`config.mk`:
```
export PLATFORM = sky130hd
export DESIGN_NAME = alu_seq_flat
export DESIGN_NICKNAME = d
export VERILOG_FILES = /design/src/rtl/alu_seq_if.sv /design/src/rtl/alu_seq.sv /design/src/flat_wrapper.sv
export SDC_FILE = /design/constraint.sdc
export NUM_CORES = 1
export LEC_CHECK = 0
export ABC_AREA = 1
export CAP_MARGIN = 10
export CORE_MARGIN = 3
export CORE_UTILIZATION = 48
export DETAILED_ROUTE_END_ITERATION = 6
export PLACE_DENSITY = 0.76
export SKIP_LAST_GASP = 1
export SLEW_MARGIN = 10
export SYNTH_ARGS = -nofsm -noshare
export SYNTH_HDL_FRONTEND = slang
export SYNTH_SLANG_ARGS = --single-unit
export TNS_END_PERCENT = 5
```
`constraint.sdc`:
```
create_clock -name clk -period 2.8 [get_ports clk]
set_input_delay 0.56 -clock clk [delete_from_list [all_inputs] [get_ports clk]]
set_output_delay 0.56 -clock clk [all_outputs]
set_load 0.02 [all_outputs]
```
`src/rtl/alu_seq_if.sv`:
```
// Operand/result bundle of alu_seq: request side from the register file, result side to writeback.
interface alu_seq_if #(
    parameter int unsigned WIDTH = 8
);
    logic             start;
    logic [3:0]       OPCODE;
    logic [WIDTH-1:0] aluin_a;
    logic [WIDTH-1:0] aluin_b;
    logic             Cin;
    logic             busy;
    logic             done;
    logic [WIDTH-1:0] alu_out;
    logic             Cout;
    logic             OF;
    logic             Z;

    modport master (
        output start, OPCODE, aluin_a, aluin_b, Cin,
        input  busy, done, alu_out, Cout, OF, Z
    );

    modport slave (
        input  start, OPCODE, aluin_a, aluin_b, Cin,
        output busy, done, alu_out, Cout, OF, Z
    );
endinterface

```
`src/rtl/alu_seq.sv`:
```
// Registered ALU with start/busy/done handshake, stored-carry ADC and bit-serial variable shifts.
module alu_seq #(
    parameter int unsigned WIDTH = 8
) (
    input logic     clk,
    input logic     rst,
    alu_seq_if.slave bus
);
    localparam int unsigned CW = $clog2(WIDTH);

    localparam logic [3:0] OpAddc = 4'b0001;
    localparam logic [3:0] OpAdd  = 4'b0010;
    localparam logic [3:0] OpSub  = 4'b0011;
    localparam logic [3:0] OpAnd  = 4'b0100;
    localparam logic [3:0] OpNor  = 4'b0101;
    localparam logic [3:0] OpXnor = 4'b0110;
    localparam logic [3:0] OpNot  = 4'b0111;
    localparam logic [3:0] OpLsr1 = 4'b1000;
    localparam logic [3:0] OpLsrk = 4'b1001;
    localparam logic [3:0] OpLslk = 4'b1010;
    localparam logic [3:0] OpAdc  = 4'b1011;

    typedef enum logic {StIdle, StShift} state_e;

    state_e           r_state;
    state_e           w_state_d;
    logic [WIDTH-1:0] r_work;
    logic [CW-1:0]    r_cnt;
    logic             r_dir;      // 1: shift left
    logic [WIDTH-1:0] r_out;
    logic             r_cout;
    logic             r_of;
    logic             r_z;
    logic             r_done;

    logic             w_accept;
    logic             w_is_shift;
    logic [CW-1:0]    w_k;
    logic             w_start_shift;
    logic [WIDTH-1:0] w_b_op;
    logic             w_cin;
    logic [WIDTH:0]   w_sum;
    logic             w_sum_of;
    logic [WIDTH-1:0] w_res;
    logic             w_res_c;
    logic             w_res_of;
    logic [WIDTH-1:0] w_work_sh;
    logic             w_sh_out;
    logic             w_last_step;

    // State register
    always_ff @(posedge clk) begin
        if (rst) begin
            r_state <= StIdle;
        end else begin
            r_state <= w_state_d;
        end
    end

    // Next-state logic
    always_comb begin
        w_state_d = r_state;
        unique case (r_state)
            StIdle:  if (w_start_shift) w_state_d = StShift;
            StShift: if (w_last_step) w_state_d = StIdle;
            default: w_state_d = StIdle;
        endcase
    end

    // Output and datapath combinational logic
    always_comb begin
        w_accept      = bus.start && (r_state == StIdle);
        w_is_shift    = (bus.OPCODE == OpLsrk) || (bus.OPCODE == OpLslk);
        w_k           = bus.aluin_b[CW-1:0];
        w_start_shift = w_accept && w_is_shift && (w_k != '0);
        w_last_step   = (r_state == StShift) && (r_cnt == CW'(1));

        w_b_op = (bus.OPCODE == OpSub) ? ~bus.aluin_b : bus.aluin_b;
        unique case (bus.OPCODE)
            OpAddc:  w_cin = bus.Cin;
            OpSub:   w_cin = 1'b1;
            OpAdc:   w_cin = r_cout;
            default: w_cin = 1'b0;
        endcase
        w_sum = {1'b0, bus.aluin_a} + {1'b0, w_b_op} + (WIDTH + 1)'(w_cin);
        // Carry into the MSB is recovered from the MSB sum bit and its operands.
        w_sum_of = bus.aluin_a[WIDTH-1] ^ w_b_op[WIDTH-1] ^ w_sum[WIDTH-1] ^ w_sum[WIDTH];

        w_res    = '0;
        w_res_c  = 1'b0;
        w_res_of = 1'b0;
        case (bus.OPCODE)
            OpAddc, OpAdd, OpSub, OpAdc: begin
                w_res    = w_sum[WIDTH-1:0];
                w_res_c  = w_sum[WIDTH];
                w_res_of = w_sum_of;
            end
            OpAnd:          w_res = bus.aluin_a & bus.aluin_b;
            OpNor:          w_res = ~(bus.aluin_a | bus.aluin_b);
            OpXnor:         w_res = ~(bus.aluin_a ^ bus.aluin_b);
            OpNot:          w_res = ~bus.aluin_a;
            OpLsr1:         w_res = bus.aluin_a >> 1;
            OpLsrk, OpLslk: w_res = bus.aluin_a;   // only reached with k == 0
            default:        w_res = '0;
        endcase

        w_work_sh = r_dir ? (r_work << 1) : (r_work >> 1);
        w_sh_out  = r_dir ? r_work[WIDTH-1] : r_work[0];

        bus.busy    = (r_state == StShift);
        bus.done    = r_done;
        bus.alu_out = r_out;
        bus.Cout    = r_cout;
        bus.OF      = r_of;
        bus.Z       = r_z;
    end

    always_ff @(posedge clk) begin
        if (rst) begin
            r_work <= '0;
            r_cnt  <= '0;
            r_dir  <= 1'b0;
            r_out  <= '0;
            r_cout <= 1'b0;
            r_of   <= 1'b0;
            r_z    <= 1'b0;
            r_done <= 1'b0;
        end else begin
            r_done <= 1'b0;
            if (w_start_shift) begin
                r_work <= bus.aluin_a;
                r_cnt  <= w_k;
                r_dir  <= (bus.OPCODE == OpLslk);
            end else if (w_accept) begin
                r_out  <= w_res;
                r_cout <= w_res_c;
                r_of   <= w_res_of;
                r_z    <= (w_res == '0);
                r_done <= 1'b1;
            end else if (r_state == StShift) begin
                r_work <= w_work_sh;
                r_cnt  <= r_cnt - CW'(1);
                // Result is published only on the final step; alu_out holds meanwhile.
                if (w_last_step) begin
                    r_out  <= w_work_sh;
                    r_cout <= w_sh_out;
                    r_of   <= 1'b0;
                    r_z    <= (w_work_sh == '0);
                    r_done <= 1'b1;
                end
            end
        end
    end
endmodule
```
`src/flat_wrapper.sv`:
```
// flat-port wrapper written by rule: the top's interface ports become plain ports
module alu_seq_flat 
#(
    parameter int unsigned WIDTH = 8
)
  (clk, rst, bus_start, bus_OPCODE, bus_aluin_a, bus_aluin_b, bus_Cin, bus_busy, bus_done, bus_alu_out, bus_Cout, bus_OF, bus_Z);
  alu_seq_if #(.WIDTH(WIDTH)) bus_i ();
  input logic clk;
  input logic rst;
  input wire logic [$bits(bus_i.start)-1:0] bus_start;
  input wire logic [$bits(bus_i.OPCODE)-1:0] bus_OPCODE;
  input wire logic [$bits(bus_i.aluin_a)-1:0] bus_aluin_a;
  input wire logic [$bits(bus_i.aluin_b)-1:0] bus_aluin_b;
  input wire logic [$bits(bus_i.Cin)-1:0] bus_Cin;
  output wire logic [$bits(bus_i.busy)-1:0] bus_busy;
  output wire logic [$bits(bus_i.done)-1:0] bus_done;
  output wire logic [$bits(bus_i.alu_out)-1:0] bus_alu_out;
  output wire logic [$bits(bus_i.Cout)-1:0] bus_Cout;
  output wire logic [$bits(bus_i.OF)-1:0] bus_OF;
  output wire logic [$bits(bus_i.Z)-1:0] bus_Z;
  assign bus_i.start = bus_start;
  assign bus_i.OPCODE = bus_OPCODE;
  assign bus_i.aluin_a = bus_aluin_a;
  assign bus_i.aluin_b = bus_aluin_b;
  assign bus_i.Cin = bus_Cin;
  assign bus_busy = bus_i.busy;
  assign bus_done = bus_i.done;
  assign bus_alu_out = bus_i.alu_out;
  assign bus_Cout = bus_i.Cout;
  assign bus_OF = bus_i.OF;
  assign bus_Z = bus_i.Z;
  alu_seq #(.WIDTH(WIDTH)) u_core (.clk(clk), .rst(rst), .bus(bus_i));
endmodule
```
# After elaboration in Yosys (flattened, before gate mapping)
# Cells that the tools add are included.
# W data, S select, Z words.
[totals] reg_bits=25 in_bits=24 out_inout_bits=13
[op_classes] n_addsub=3 n_eq_ne=13 muxes=31 bitwise=12 reduce_logical=16
[ops] operator="$mux W8" n=8
[ops] operator="$pmux W8 S7" n=1
[ops] operator="$not A8 Y8" n=4
[ops] operator="$mux W1" n=17
[ops] operator="$eq A4 B3 Y1 const B" n=4
[ops] operator="$eq A4 B4 Y1 const B" n=4
[ops] operator="$logic_not A8 Y1" n=2
[ops] operator="$add A8 B8 Y9" n=1
[ops] operator="$add A9 B1 Y9" n=1
[ops] operator="$mux W3" n=3
[ops] operator="$and A8 B8 Y8" n=1
[ops] operator="$eq A4 B2 Y1 const B" n=2
[ops] operator="$or A8 B8 Y8" n=1
[ops] operator="$xor A8 B8 Y8" n=1
[ops] operator="$reduce_bool A2 Y1" n=3
[ops] operator="$eq A4 B1 Y1 const B" n=1
[ops] operator="$logic_and A1 B1 Y1" n=4
[ops] operator="$reduce_or A2 Y1" n=2
[ops] operator="$reduce_or A4 Y1" n=1
[ops] operator="$eq A3 B1 Y1 const B" n=1
[ops] operator="$pmux W1 S3" n=1
[ops] operator="$reduce_and A3 Y1" n=1
[ops] operator="$reduce_bool A3 Y1" n=1
[ops] operator="$sub A3 B1 Y3 const B" n=1
[ops] operator="other kinds (6)" n=9

# Longest topological paths before layout
# Gate-level depths: netlist of the first run.
[depth] ltp_word=8 depth_mapped=17 mapped_depth_nobuf=16

# Least setup slack after synthesis of the first run
# Ideal clock, no wire load.
[synth_path] path_type="in2reg" from="in bus_OPCODE[0]" to="reg u_core.r_cout (netlist: u_core.bus.Cout)" setup_time_ns=0.117 arrival_time_ns=2.872 t_required_ns=2.683 slack_ns=-0.188 cell_stages=16 path_buffers=0 cell_sequence="nand2_2 -> inv_1 -> nand2_1 -> o311ai_0 -> fa_1 -> fa_1 -> nand2_1 -> nand2_1 -> nand3b_1 -> nand2_1 -> nand2_1 -> nand2_1 -> a21oi_1 -> nor2_1 -> nor3_1 -> nor2_1"
[synth_via] elab_chain_len=6 word_cells_on_any_way=18
[synth_rtl] item="start: declaration" line="flat_wrapper.sv:11" rtl="input wire logic [$bits(bus_i.OPCODE)-1:0] bus_OPCODE;"
[synth_rtl] item="$eq A4 B2 Y1 or $eq A4 B4 Y1 (tied branches)"
[synth_rtl] item="$mux W8 or $logic_or A1 B1 Y1 (tied branches)" line="alu_seq.sv:78, alu_seq.sv:73"
[synth_rtl] item="$add A8 B8 Y9 or $logic_and A1 B1 Y1 (tied branches)" line="alu_seq.sv:85, alu_seq.sv:75"
[synth_rtl] item="$add A9 B1 Y9 or $logic_and A1 B1 Y1 (tied branches)" line="alu_seq.sv:85, alu_seq.sv:75"
[synth_rtl] item="$mux W1 or $not A1 Y1 (tied branches)"
[synth_rtl] item="$mux W1 or $reduce_and A3 Y1 (tied branches)"
[synth_rtl] item="end signal: assignment" line="alu_seq.sv:136" rtl="r_cout <= w_res_c;"
[synth_rtl] item="end signal: assignment" line="alu_seq.sv:146" rtl="r_cout <= w_sh_out;"
[synth_rtl] item="end: declaration" line="alu_seq.sv:31" rtl="logic r_cout;"
# Several ways; a longest one is shown, not always the timed one.
# A chain may end at the register's enable or synchronous reset.

# Final worst setup path of the first run
[layout_path] from="in bus_OPCODE[0]" to="reg u_core.r_of (netlist: u_core.bus.OF)"
[layout_via] elab_chain_len=8 word_cells_on_any_way=21
[layout_rtl] item="$eq A4 B2 Y1" line="alu_seq.sv:78, alu_seq.sv:79, alu_seq.sv:92"
[layout_rtl] item="$mux W8" line="alu_seq.sv:78" rtl="w_b_op = (bus.OPCODE == OpSub) ? ~bus.aluin_b : bus.aluin_b;"
[layout_rtl] item="$add A8 B8 Y9" line="alu_seq.sv:85" rtl="w_sum = {1'b0, bus.aluin_a} + {1'b0, w_b_op} + (WIDTH + 1)'(w_cin);"
[layout_rtl] item="$add A9 B1 Y9" line="alu_seq.sv:85"
[layout_rtl] item="$xor A1 B1 Y1 (2 in a row)" line="alu_seq.sv:87" rtl="w_sum_of = bus.aluin_a[WIDTH-1] ^ w_b_op[WIDTH-1] ^ w_sum[WIDTH-1] ^ w_sum[WIDTH];"
[layout_rtl] item="$mux W1" line="alu_seq.sv:92" rtl="case (bus.OPCODE)"
[layout_rtl] item="$mux W1" line="alu_seq.sv:134" rtl="end else if (w_accept) begin"
[layout_rtl] item="end signal: assignment" line="alu_seq.sv:137" rtl="r_of <= w_res_of;"
[layout_rtl] item="end: declaration" line="alu_seq.sv:32" rtl="logic r_of;"
# Several ways; a longest one is shown, not always the timed one.

==> results of run 1 <==
-- repair_timing --
| item | CTS | global route |
|---|---|---|
| endpoints found under the setup margin | 6 | 5 |
| hold buffers | 0 | 0 |
| buffers inserted | 0 | 1 |
| resized for setup | 11 | 18 |
| pin swaps | 2 | 9 |
-- worst max path at each step --
stage	start	end	slack (ns)	cells past startpoint
finish	bus_OPCODE[0]	u_core.bus.OF$_SDFFE_PP0P_	0.17	18
global placement	bus_OPCODE[2]	u_core.bus.Cout$_SDFFE_PP0P_	-0.43	16
detailed placement	bus_OPCODE[3]	u_core.bus.OF$_SDFFE_PP0P_	-0.51	16
global route	bus_OPCODE[0]	u_core.bus.OF$_SDFFE_PP0P_	0.04	18
CTS	bus_aluin_b[0]	u_core.bus.Z$_SDFFE_PP0P_	0.07	14
floorplan	bus_OPCODE[0]	u_core.bus.Cout$_SDFFE_PP0P_	0.003	16
-- metrics by stage --
step / hold slack, ns / utilization / total power, mW
final: 0.467 / 0.668 / 1.05
after floorplan: 0.455 / - / 0.640
after CTS: 0.471 / 0.666 / 1.04
after detailed placement: 0.457 / 0.653 / 0.820
after global placement: 0.455 / 0.653 / 0.812
after global routing: 0.502 / 0.668 / 1.12
-- worst max-delay path: cells and delay by family --
kind / cells / cell delay (ns)
AOI/OAI and AO/OA: 3 / 0.35
adders and majority gates: 2 / 0.82
buffers and inverters: 3 / 0.27
and+or+nand+nor: 10 / 0.80
-- per-layer routing --
metal / up-vias / global-route usage / wire length, µm
met5: - / 0 / 0
met4: 0 / 0.0623 / 95
met3: 14 / 0.0371 / 456
met2: 111 / 0.391 / 3310
met1: 1291 / 0.346 / 3310
li1: 1417 / - / -
-- layout by cell type (no fill, tap or decap), drive strengths merged --
cell,netlist,layout
fa,2,2
buf,6,38
nand2,100,100
o2bb2ai,1,1
nor3,3,3
nor2,53,53
a221oi,3,3
xor2,9,9
o211ai,5,5
nand4,6,6
o311ai,1,1
clkinv,1,2
clkdlybuf4s50,0,30
nand3,28,28
dfxtp,25,25
nor4,1,1
o21a,1,1
o22ai,5,5
a21oi,27,27
dlymetal6s2s,0,2
a22oi,1,1
a31oi,3,3
inv,53,53
clkbuf,2,7
nand3b,6,6
o21ai,22,22
ha,25,25
-- power breakdown --
| part | switching (mW) | internal [mW] |
|---|---|---|
| sequential | 0.0130 | 0.376 |
| clock | 0.122 | 0.100 |
| combinational | 0.249 | 0.189 |
| total | 0.384 | 0.666 |
-- cell families (layout without fill, tap and decap cells) --
| logic type | count (synthesis) | count (layout) | synth area share |
|---|---|---|---|
| XOR/XNOR | 9 | 9 | 0.0321 |
| AND/OR/NAND/NOR | 197 | 197 | 0.357 |
| adder cells (fa/ha/maj) | 27 | 27 | 0.144 |
| AO/OA/AOI/OAI | 69 | 69 | 0.164 |
| buffers and inverters | 62 | 132 | 0.0990 |
| flip-flops | 25 | 25 | 0.204 |
-- Yosys cell counts, drive strengths merged --
cell type,count
nand2,100
inv,53
nor2,53
nand3,28
a21oi,27
dfxtp,25
ha,25
o21ai,22
xor2,9
buf,6
nand3b,6
nand4,6
o211ai,5
o22ai,5
a221oi,3
a31oi,3
nor3,3
clkbuf,2
fa,2
a22oi,1
clkinv,1
nor4,1
o21a,1
o2bb2ai,1
o311ai,1
-- flip-flops by register name, indices dropped and copies added, names as in the netlist --
signal / count
u_core.bus.busy: 1
u_core.bus.done: 1
u_core.bus.Cout: 1
u_core.bus.Z: 1
u_core.bus.OF: 1
u_core.bus.alu_out: 8
u_core.r_cnt: 3
u_core.r_dir: 1
u_core.r_work: 8
-- layout make-up --
cell class	count	area [µm²]	area share
clock inverters	1	5.00	0.00156
well taps	67	83.8	0.0260
flip-flops and latches	25	500	0.156
inverters	54	203	0.0630
clock buffers	3	41.3	0.0128
repair buffers	74	634	0.197
multi-input cells	302	1750	0.544
==> impl_metrics.xml, run 1 <==
<?xml version="1.0" encoding="UTF-8"?>
<metrics>
  <group name="run_status">
    <metric name="result_of_the_run" unit="">finished clean</metric>
  </group>
  <group name="detailed_routing">
    <metric name="route.detailed.drc" unit="">0</metric>
    <metric name="routed_wire_length_per_instance" unit="µm">13.6</metric>
    <metric name="routed_via_density" unit="">5.39</metric>
    <metric name="drt.antenna.violating_nets" unit="">0</metric>
    <metric name="first_drt_pass_iteration_count" unit="">5</metric>
    <metric name="routed_wl" unit="µm">7170</metric>
    <metric name="via_count" unit="">2833</metric>
    <metric name="detailedRoute.firstIterationViolations" unit="">242</metric>
  </group>
  <group name="worst_setup_path">
    <metric name="largest_stage_delay_on_the_critical_path" unit="ns">0.44</metric>
    <metric name="critical_path.cell_chain" unit="">clkbuf_2 &gt; buf_4 &gt; inv_2 &gt; nor2_1 &gt; nand3_1 &gt; o311ai_2 &gt; fa_2 &gt; fa_2 &gt; nand2_2 &gt; nand2_2 &gt; nand3b_1 &gt; nand2_1 &gt; nand2_2 &gt; nand2_2 &gt; a21oi_2 &gt; nand3_1 &gt; nand3_1 &gt; a21oi_1</metric>
    <metric name="worst_setup_path_start_kind" unit="">input pin</metric>
    <metric name="worst_case_reg_to_reg_path_depth" unit="">14</metric>
    <metric name="worstPathMaxFanout" unit="">3</metric>
    <metric name="cp_common_cell" unit="">nand2_2</metric>
    <metric name="cp_arrival" unit="ns">2.80</metric>
    <metric name="worst_ep_required_time" unit="ns">2.97</metric>
    <metric name="setup.worst_path.end_class" unit="">register</metric>
    <metric name="setup.worst_path.class" unit="">in -&gt; reg</metric>
    <metric name="timing.critical_path.slowest_stage_cell" unit="">fa_2</metric>
    <metric name="critical_path.reg2reg.endpoint" unit="">u_core.bus.OF$_SDFFE_PP0P_</metric>
    <metric name="ff2ff_setup_slack" unit="ns">0.38</metric>
    <metric name="critical_path.reg2reg.startpoint" unit="">u_core.bus.Cout$_SDFFE_PP0P_</metric>
  </group>
  <group name="sta">
    <metric name="layout_setup_ws" unit="ns">0.169</metric>
    <metric name="skew" unit="ns">0.00127</metric>
    <metric name="worst_slew_pin_slew" unit="ns">0.485</metric>
    <metric name="fin_setup_tns" unit="ns">0</metric>
    <metric name="fin_crit_sh" unit="">0.940</metric>
    <metric name="clock.fmax" unit="GHz">0.380</metric>
    <metric name="timing.final.max_slew_violations" unit="">0</metric>
    <metric name="final-hold-violation-count" unit="">0</metric>
    <metric name="post_layout_min_period" unit="ns">2.63</metric>
    <metric name="rsz0062_at_grt" unit="">false</metric>
    <metric name="max_slew_margin" unit="">0.674</metric>
    <metric name="final-setup-viol-count" unit="">0</metric>
  </group>
  <group name="floorplanning">
    <metric name="die_h" unit="µm">77.5</metric>
    <metric name="num_io_pins" unit="">37</metric>
    <metric name="die-area" unit="µm²">6000</metric>
    <metric name="die_x" unit="µm">77.5</metric>
    <metric name="floorplan.rows" unit="">25</metric>
    <metric name="design.core.area" unit="µm²">4820</metric>
    <metric name="start_util" unit="">0.509</metric>
  </group>
  <group name="hold_path">
    <metric name="min_path_type" unit="">reg -&gt; reg</metric>
    <metric name="timing.hold.worst_path_depth" unit="">2</metric>
    <metric name="holdPathEnd" unit="">u_core.bus.alu_out[4]$_SDFFE_PP0P_</metric>
    <metric name="min-delay-start" unit="">u_core.bus.alu_out[4]$_SDFFE_PP0P_</metric>
  </group>
  <group name="synth">
    <metric name="synthesis.area" unit="µm²">2450</metric>
    <metric name="yosys.area.top_type_share" unit="">0.204</metric>
    <metric name="synth_fp_nets" unit="">440</metric>
    <metric name="yosys.cell_types.count" unit="">34</metric>
    <metric name="ys_ff_latch" unit="">25</metric>
    <metric name="yosysWarningCount" unit="">0</metric>
    <metric name="mean_instance_size_in_the_synthesized_netlist" unit="µm²">6.30</metric>
    <metric name="leading_post_synthesis_cells_by_cell_area" unit="">dfxtp_1 (20%), nand2_1 (15%), ha_1 (13%), nor2_1 (7.5%), inv_1 (7.3%)</metric>
    <metric name="post-synth-top-area-cell" unit="">dfxtp_1</metric>
    <metric name="sequential_to_total_area_share_from_yosys_stat" unit="">0.204</metric>
    <metric name="postSynthCellCount" unit="">389</metric>
  </group>
  <group name="place">
    <metric name="place.gp.congestion" unit="">0.942</metric>
    <metric name="numPortBuffers" unit="">36</metric>
    <metric name="dp_cells" unit="">521</metric>
    <metric name="placedInstanceArea" unit="µm²">3140</metric>
    <metric name="detailedPlacementHpwl" unit="µm">5620</metric>
    <metric name="dp_slack" unit="ns">-0.515</metric>
  </group>
  <group name="clock_tree">
    <metric name="ctsHtreeMaxLevel" unit="">1</metric>
    <metric name="cts.reportedPaths.clkPinSlew" unit="ns">0.09</metric>
    <metric name="clock_sinks" unit="">25</metric>
    <metric name="clockBufferDepth" unit="">2</metric>
    <metric name="num_cts_buffers" unit="">3</metric>
    <metric name="root_buffer" unit="">clkbuf_8</metric>
    <metric name="later_pin_clock_latency_in_the_skew_report" unit="ns">0.28</metric>
    <metric name="cts_tree" unit="">yes</metric>
  </group>
  <group name="finish">
    <metric name="diodes" unit="">0</metric>
    <metric name="final_cells" unit="">526</metric>
    <metric name="post_route_cells_drive_above_1_share" unit="">0.168</metric>
    <metric name="n_fill_cell" unit="">475</metric>
    <metric name="stdcell_area" unit="µm²">3220</metric>
    <metric name="flow.area_growth_from_synthesis" unit="%">31.2</metric>
    <metric name="finish.net_count" unit="">511</metric>
  </group>
  <group name="global_routing">
    <metric name="grt_start_max_net_pins" unit="">22</metric>
    <metric name="grt_overflow" unit="">0</metric>
    <metric name="antenna_found_initial" unit="">0</metric>
    <metric name="grt_first_pass_wirelength" unit="µm">12100</metric>
    <metric name="groute.usage.overall" unit="">0.245</metric>
    <metric name="grt_pass1_vias" unit="">2623</metric>
  </group>
  <group name="power">
    <metric name="p_leak" unit="nW">1.53</metric>
    <metric name="cellPowerDensity" unit="nW/µm²">326</metric>
    <metric name="worst_ir_drop_vdd" unit="µV">362</metric>
  </group>
  <group name="job">
    <metric name="max_cap_violations" unit="">0</metric>
  </group>
</metrics>
No activity file was read; power rests on OpenSTA's default activity.
==> inputs of run 2 (changes only) <==
- CORE_ASPECT_RATIO: default -> 1.5
==> impl_metrics.xml, run 2 (synthesis results as in run 1) <==
<?xml version="1.0" encoding="UTF-8"?>
<metrics>
  <group name="job">
    <metric name="max_cap_violations" unit="">0</metric>
  </group>
  <group name="sta">
    <metric name="final-setup-viol-count" unit="">0</metric>
    <metric name="final-hold-violation-count" unit="">0</metric>
    <metric name="skew" unit="ns">0.00875</metric>
    <metric name="worst_slew_pin_slew" unit="ns">0.441</metric>
    <metric name="clock.fmax" unit="GHz">0.379</metric>
    <metric name="post_layout_min_period" unit="ns">2.64</metric>
    <metric name="max_slew_margin" unit="">0.706</metric>
    <metric name="fin_crit_sh" unit="">0.943</metric>
    <metric name="whs" unit="ns">0.470</metric>
    <metric name="layout_setup_ws" unit="ns">0.161</metric>
    <metric name="timing.final.max_slew_violations" unit="">0</metric>
  </group>
  <group name="detailed_routing">
    <metric name="first_drt_pass_iteration_count" unit="">7</metric>
    <metric name="routed_wl" unit="µm">7290</metric>
    <metric name="via_count" unit="">2850</metric>
    <metric name="routed_wire_length_per_instance" unit="µm">13.7</metric>
    <metric name="detailedRoute.firstIterationViolations" unit="">172</metric>
    <metric name="drt.antenna.violating_nets" unit="">0</metric>
    <metric name="route.detailed.drc" unit="">0</metric>
    <metric name="routed_via_density" unit="">5.35</metric>
  </group>
  <group name="clock_tree">
    <metric name="root_buffer" unit="">clkbuf_8</metric>
    <metric name="cts_tree" unit="">yes</metric>
    <metric name="clockBufferDepth" unit="">2</metric>
    <metric name="postCtsHoldBufs" unit="">0</metric>
    <metric name="clock_sinks" unit="">25</metric>
    <metric name="cts.reportedPaths.clkPinSlew" unit="ns">0.10</metric>
    <metric name="later_pin_clock_latency_in_the_skew_report" unit="ns">0.28</metric>
    <metric name="num_cts_buffers" unit="">3</metric>
    <metric name="ctsHtreeMaxLevel" unit="">1</metric>
  </group>
  <group name="power">
    <metric name="total_power" unit="mW">1.07</metric>
    <metric name="worst_ir_drop_vdd" unit="µV">198</metric>
    <metric name="cellPowerDensity" unit="nW/µm²">324</metric>
    <metric name="p_leak" unit="nW">1.58</metric>
  </group>
  <group name="run_status">
    <metric name="result_of_the_run" unit="">finished clean</metric>
  </group>
  <group name="global_routing">
    <metric name="grt_first_pass_wirelength" unit="µm">12000</metric>
    <metric name="groute.usage.overall" unit="">0.247</metric>
    <metric name="grt_pass1_vias" unit="">2797</metric>
    <metric name="grt_overflow" unit="">0</metric>
    <metric name="grt_start_max_net_pins" unit="">22</metric>
    <metric name="antenna_found_initial" unit="">0</metric>
  </group>
  <group name="finish">
    <metric name="finish.net_count" unit="">519</metric>
    <metric name="mostFrequentLayoutCells" unit="">nand2_1 (91), nor2_1 (47), buf_4 (46)</metric>
    <metric name="diodes" unit="">0</metric>
    <metric name="post_route_cells_drive_above_1_share" unit="">0.188</metric>
    <metric name="stdcell_area" unit="µm²">3300</metric>
    <metric name="flow.area_growth_from_synthesis" unit="%">34.6</metric>
    <metric name="layout.cells.most_common" unit="">nand2_1</metric>
  </group>
  <group name="place">
    <metric name="numPortBuffers" unit="">36</metric>
    <metric name="placedInstanceArea" unit="µm²">3200</metric>
    <metric name="place.gp.congestion" unit="">0.971</metric>
    <metric name="detailedPlacementHpwl" unit="µm">5820</metric>
    <metric name="dp_slack" unit="ns">-0.575</metric>
  </group>
  <group name="floorplanning">
    <metric name="design.core.area" unit="µm²">4890</metric>
    <metric name="floorplan.rows" unit="">31</metric>
    <metric name="die_h" unit="µm">93.5</metric>
    <metric name="num_io_pins" unit="">37</metric>
    <metric name="start_util" unit="">0.502</metric>
    <metric name="die-area" unit="µm²">6020</metric>
    <metric name="die_x" unit="µm">64.4</metric>
  </group>
  <group name="worst_setup_path">
    <metric name="worstPathMaxFanout" unit="">2</metric>
    <metric name="setup.worst_path.class" unit="">in -&gt; reg</metric>
    <metric name="largest_stage_delay_on_the_critical_path" unit="ns">0.50</metric>
    <metric name="timing.critical_path.slowest_stage_cell" unit="">clkdlybuf4s50_1</metric>
    <metric name="cp_arrival" unit="ns">2.85</metric>
    <metric name="worst_setup_path_start_kind" unit="">input pin</metric>
    <metric name="setup.worst_path.end_class" unit="">register</metric>
    <metric name="worst_ep_required_time" unit="ns">3.01</metric>
    <metric name="critical_path.cell_chain" unit="">clkdlybuf4s50_1 &gt; fa_2 &gt; fa_2 &gt; buf_4 &gt; xor2_1 &gt; nand2_1 &gt; nand2_1 &gt; nor2_1 &gt; nand3_1 &gt; nor2_1 &gt; nand3_1 &gt; a21oi_2</metric>
  </group>
  <group name="hold_path">
    <metric name="min_path_type" unit="">reg -&gt; reg</metric>
  </group>
</metrics>
==> run 2: path summary, 6_finish.rpt <==
check | from | to | slack [ns] | cells after the start
setup / recovery | bus_aluin_a[0] | u_core.bus.Z$_SDFFE_PP0P_ | 0.16 | 12
hold / removal | u_core.bus.alu_out[4]$_SDFFE_PP0P_ | u_core.bus.alu_out[4]$_SDFFE_PP0P_ | 0.47 | 2
setup reg to reg | u_core.bus.Cout$_SDFFE_PP0P_ | u_core.bus.Z$_SDFFE_PP0P_ | 0.40 | 13
hold reg to reg | u_core.bus.alu_out[4]$_SDFFE_PP0P_ | u_core.bus.alu_out[4]$_SDFFE_PP0P_ | 0.47 | 2
==> run 2: where the power goes <==
| group | total (mW) | switching [mW] | leakage [nW] | internal, mW |
|---|---|---|---|---|
| Clock | 0.228 | 0.126 | 0.0217 | 0.101 |
| Combinational | 0.455 | 0.255 | 1.36 | 0.200 |
| Sequential | 0.388 | 0.0121 | 0.204 | 0.376 |
==> run 2: routing by layer <==
metal | GRT usage | wire [µm] | vias to the layer above | part of all wire
li1 | - | - | 1424 | -
met1 | 0.260 | 2760 | 1292 | 0.38
met2 | 0.482 | 3880 | 103 | 0.53
met3 | 0.0132 | 326 | 31 | 0.045
met4 | 0.125 | 328 | 0 | 0.045
met5 | 0 | 0 | - | 0
==> run 2: layout make-up <==
class | instances | area, µm²
flip-flops and latches | 25 | 500
repair buffers | 82 | 691
clock buffers | 3 | 41.3
inverters | 54 | 203
fillers | 459 | 1590
multi-input cells | 302 | 1780
well taps | 66 | 82.6
clock inverters | 1 | 7.51
==> run 2: what timing repair did <==
item / 4_1_cts / 5_1_grt
endpoints found under the setup margin: 8 / 6
cloned: 0 / 0
gates resized for setup: 17 / 15
pin swaps: 10 / 12
setup buffers: 0 / 2
==> run 2: through the flow <==
stage	instances	setup TNS, ns	util
2_1_floorplan	389	0	-
3_3_place_gp	527	-3.23	0.654
3_5_place_dp	527	-4.45	0.654
4_1_cts	531	0	0.671
5_1_grt	533	-0.0392	0.676
6_report	533	0	0.676
==> run 2: critical path, delay by kind of cell <==
| kind | cells | cell delay (ns) |
|---|---|---|
| AO/OA/AOI/OAI | 1 | 0.16 |
| adder cells (fa/ha/maj) | 2 | 0.82 |
| XOR/XNOR | 1 | 0.15 |
| AND/OR/NAND/NOR | 6 | 0.53 |
| buffers and inverters | 2 | 0.64 |
==> inputs of run 3 (changes only) <==
- ABC_CLOCK_PERIOD_IN_PS: default -> 2800
- HOLD_SLACK_MARGIN: default -> 0.02
==> results of run 3 <==
No change in the layout: final DEF, timing and power equal those of run 2.
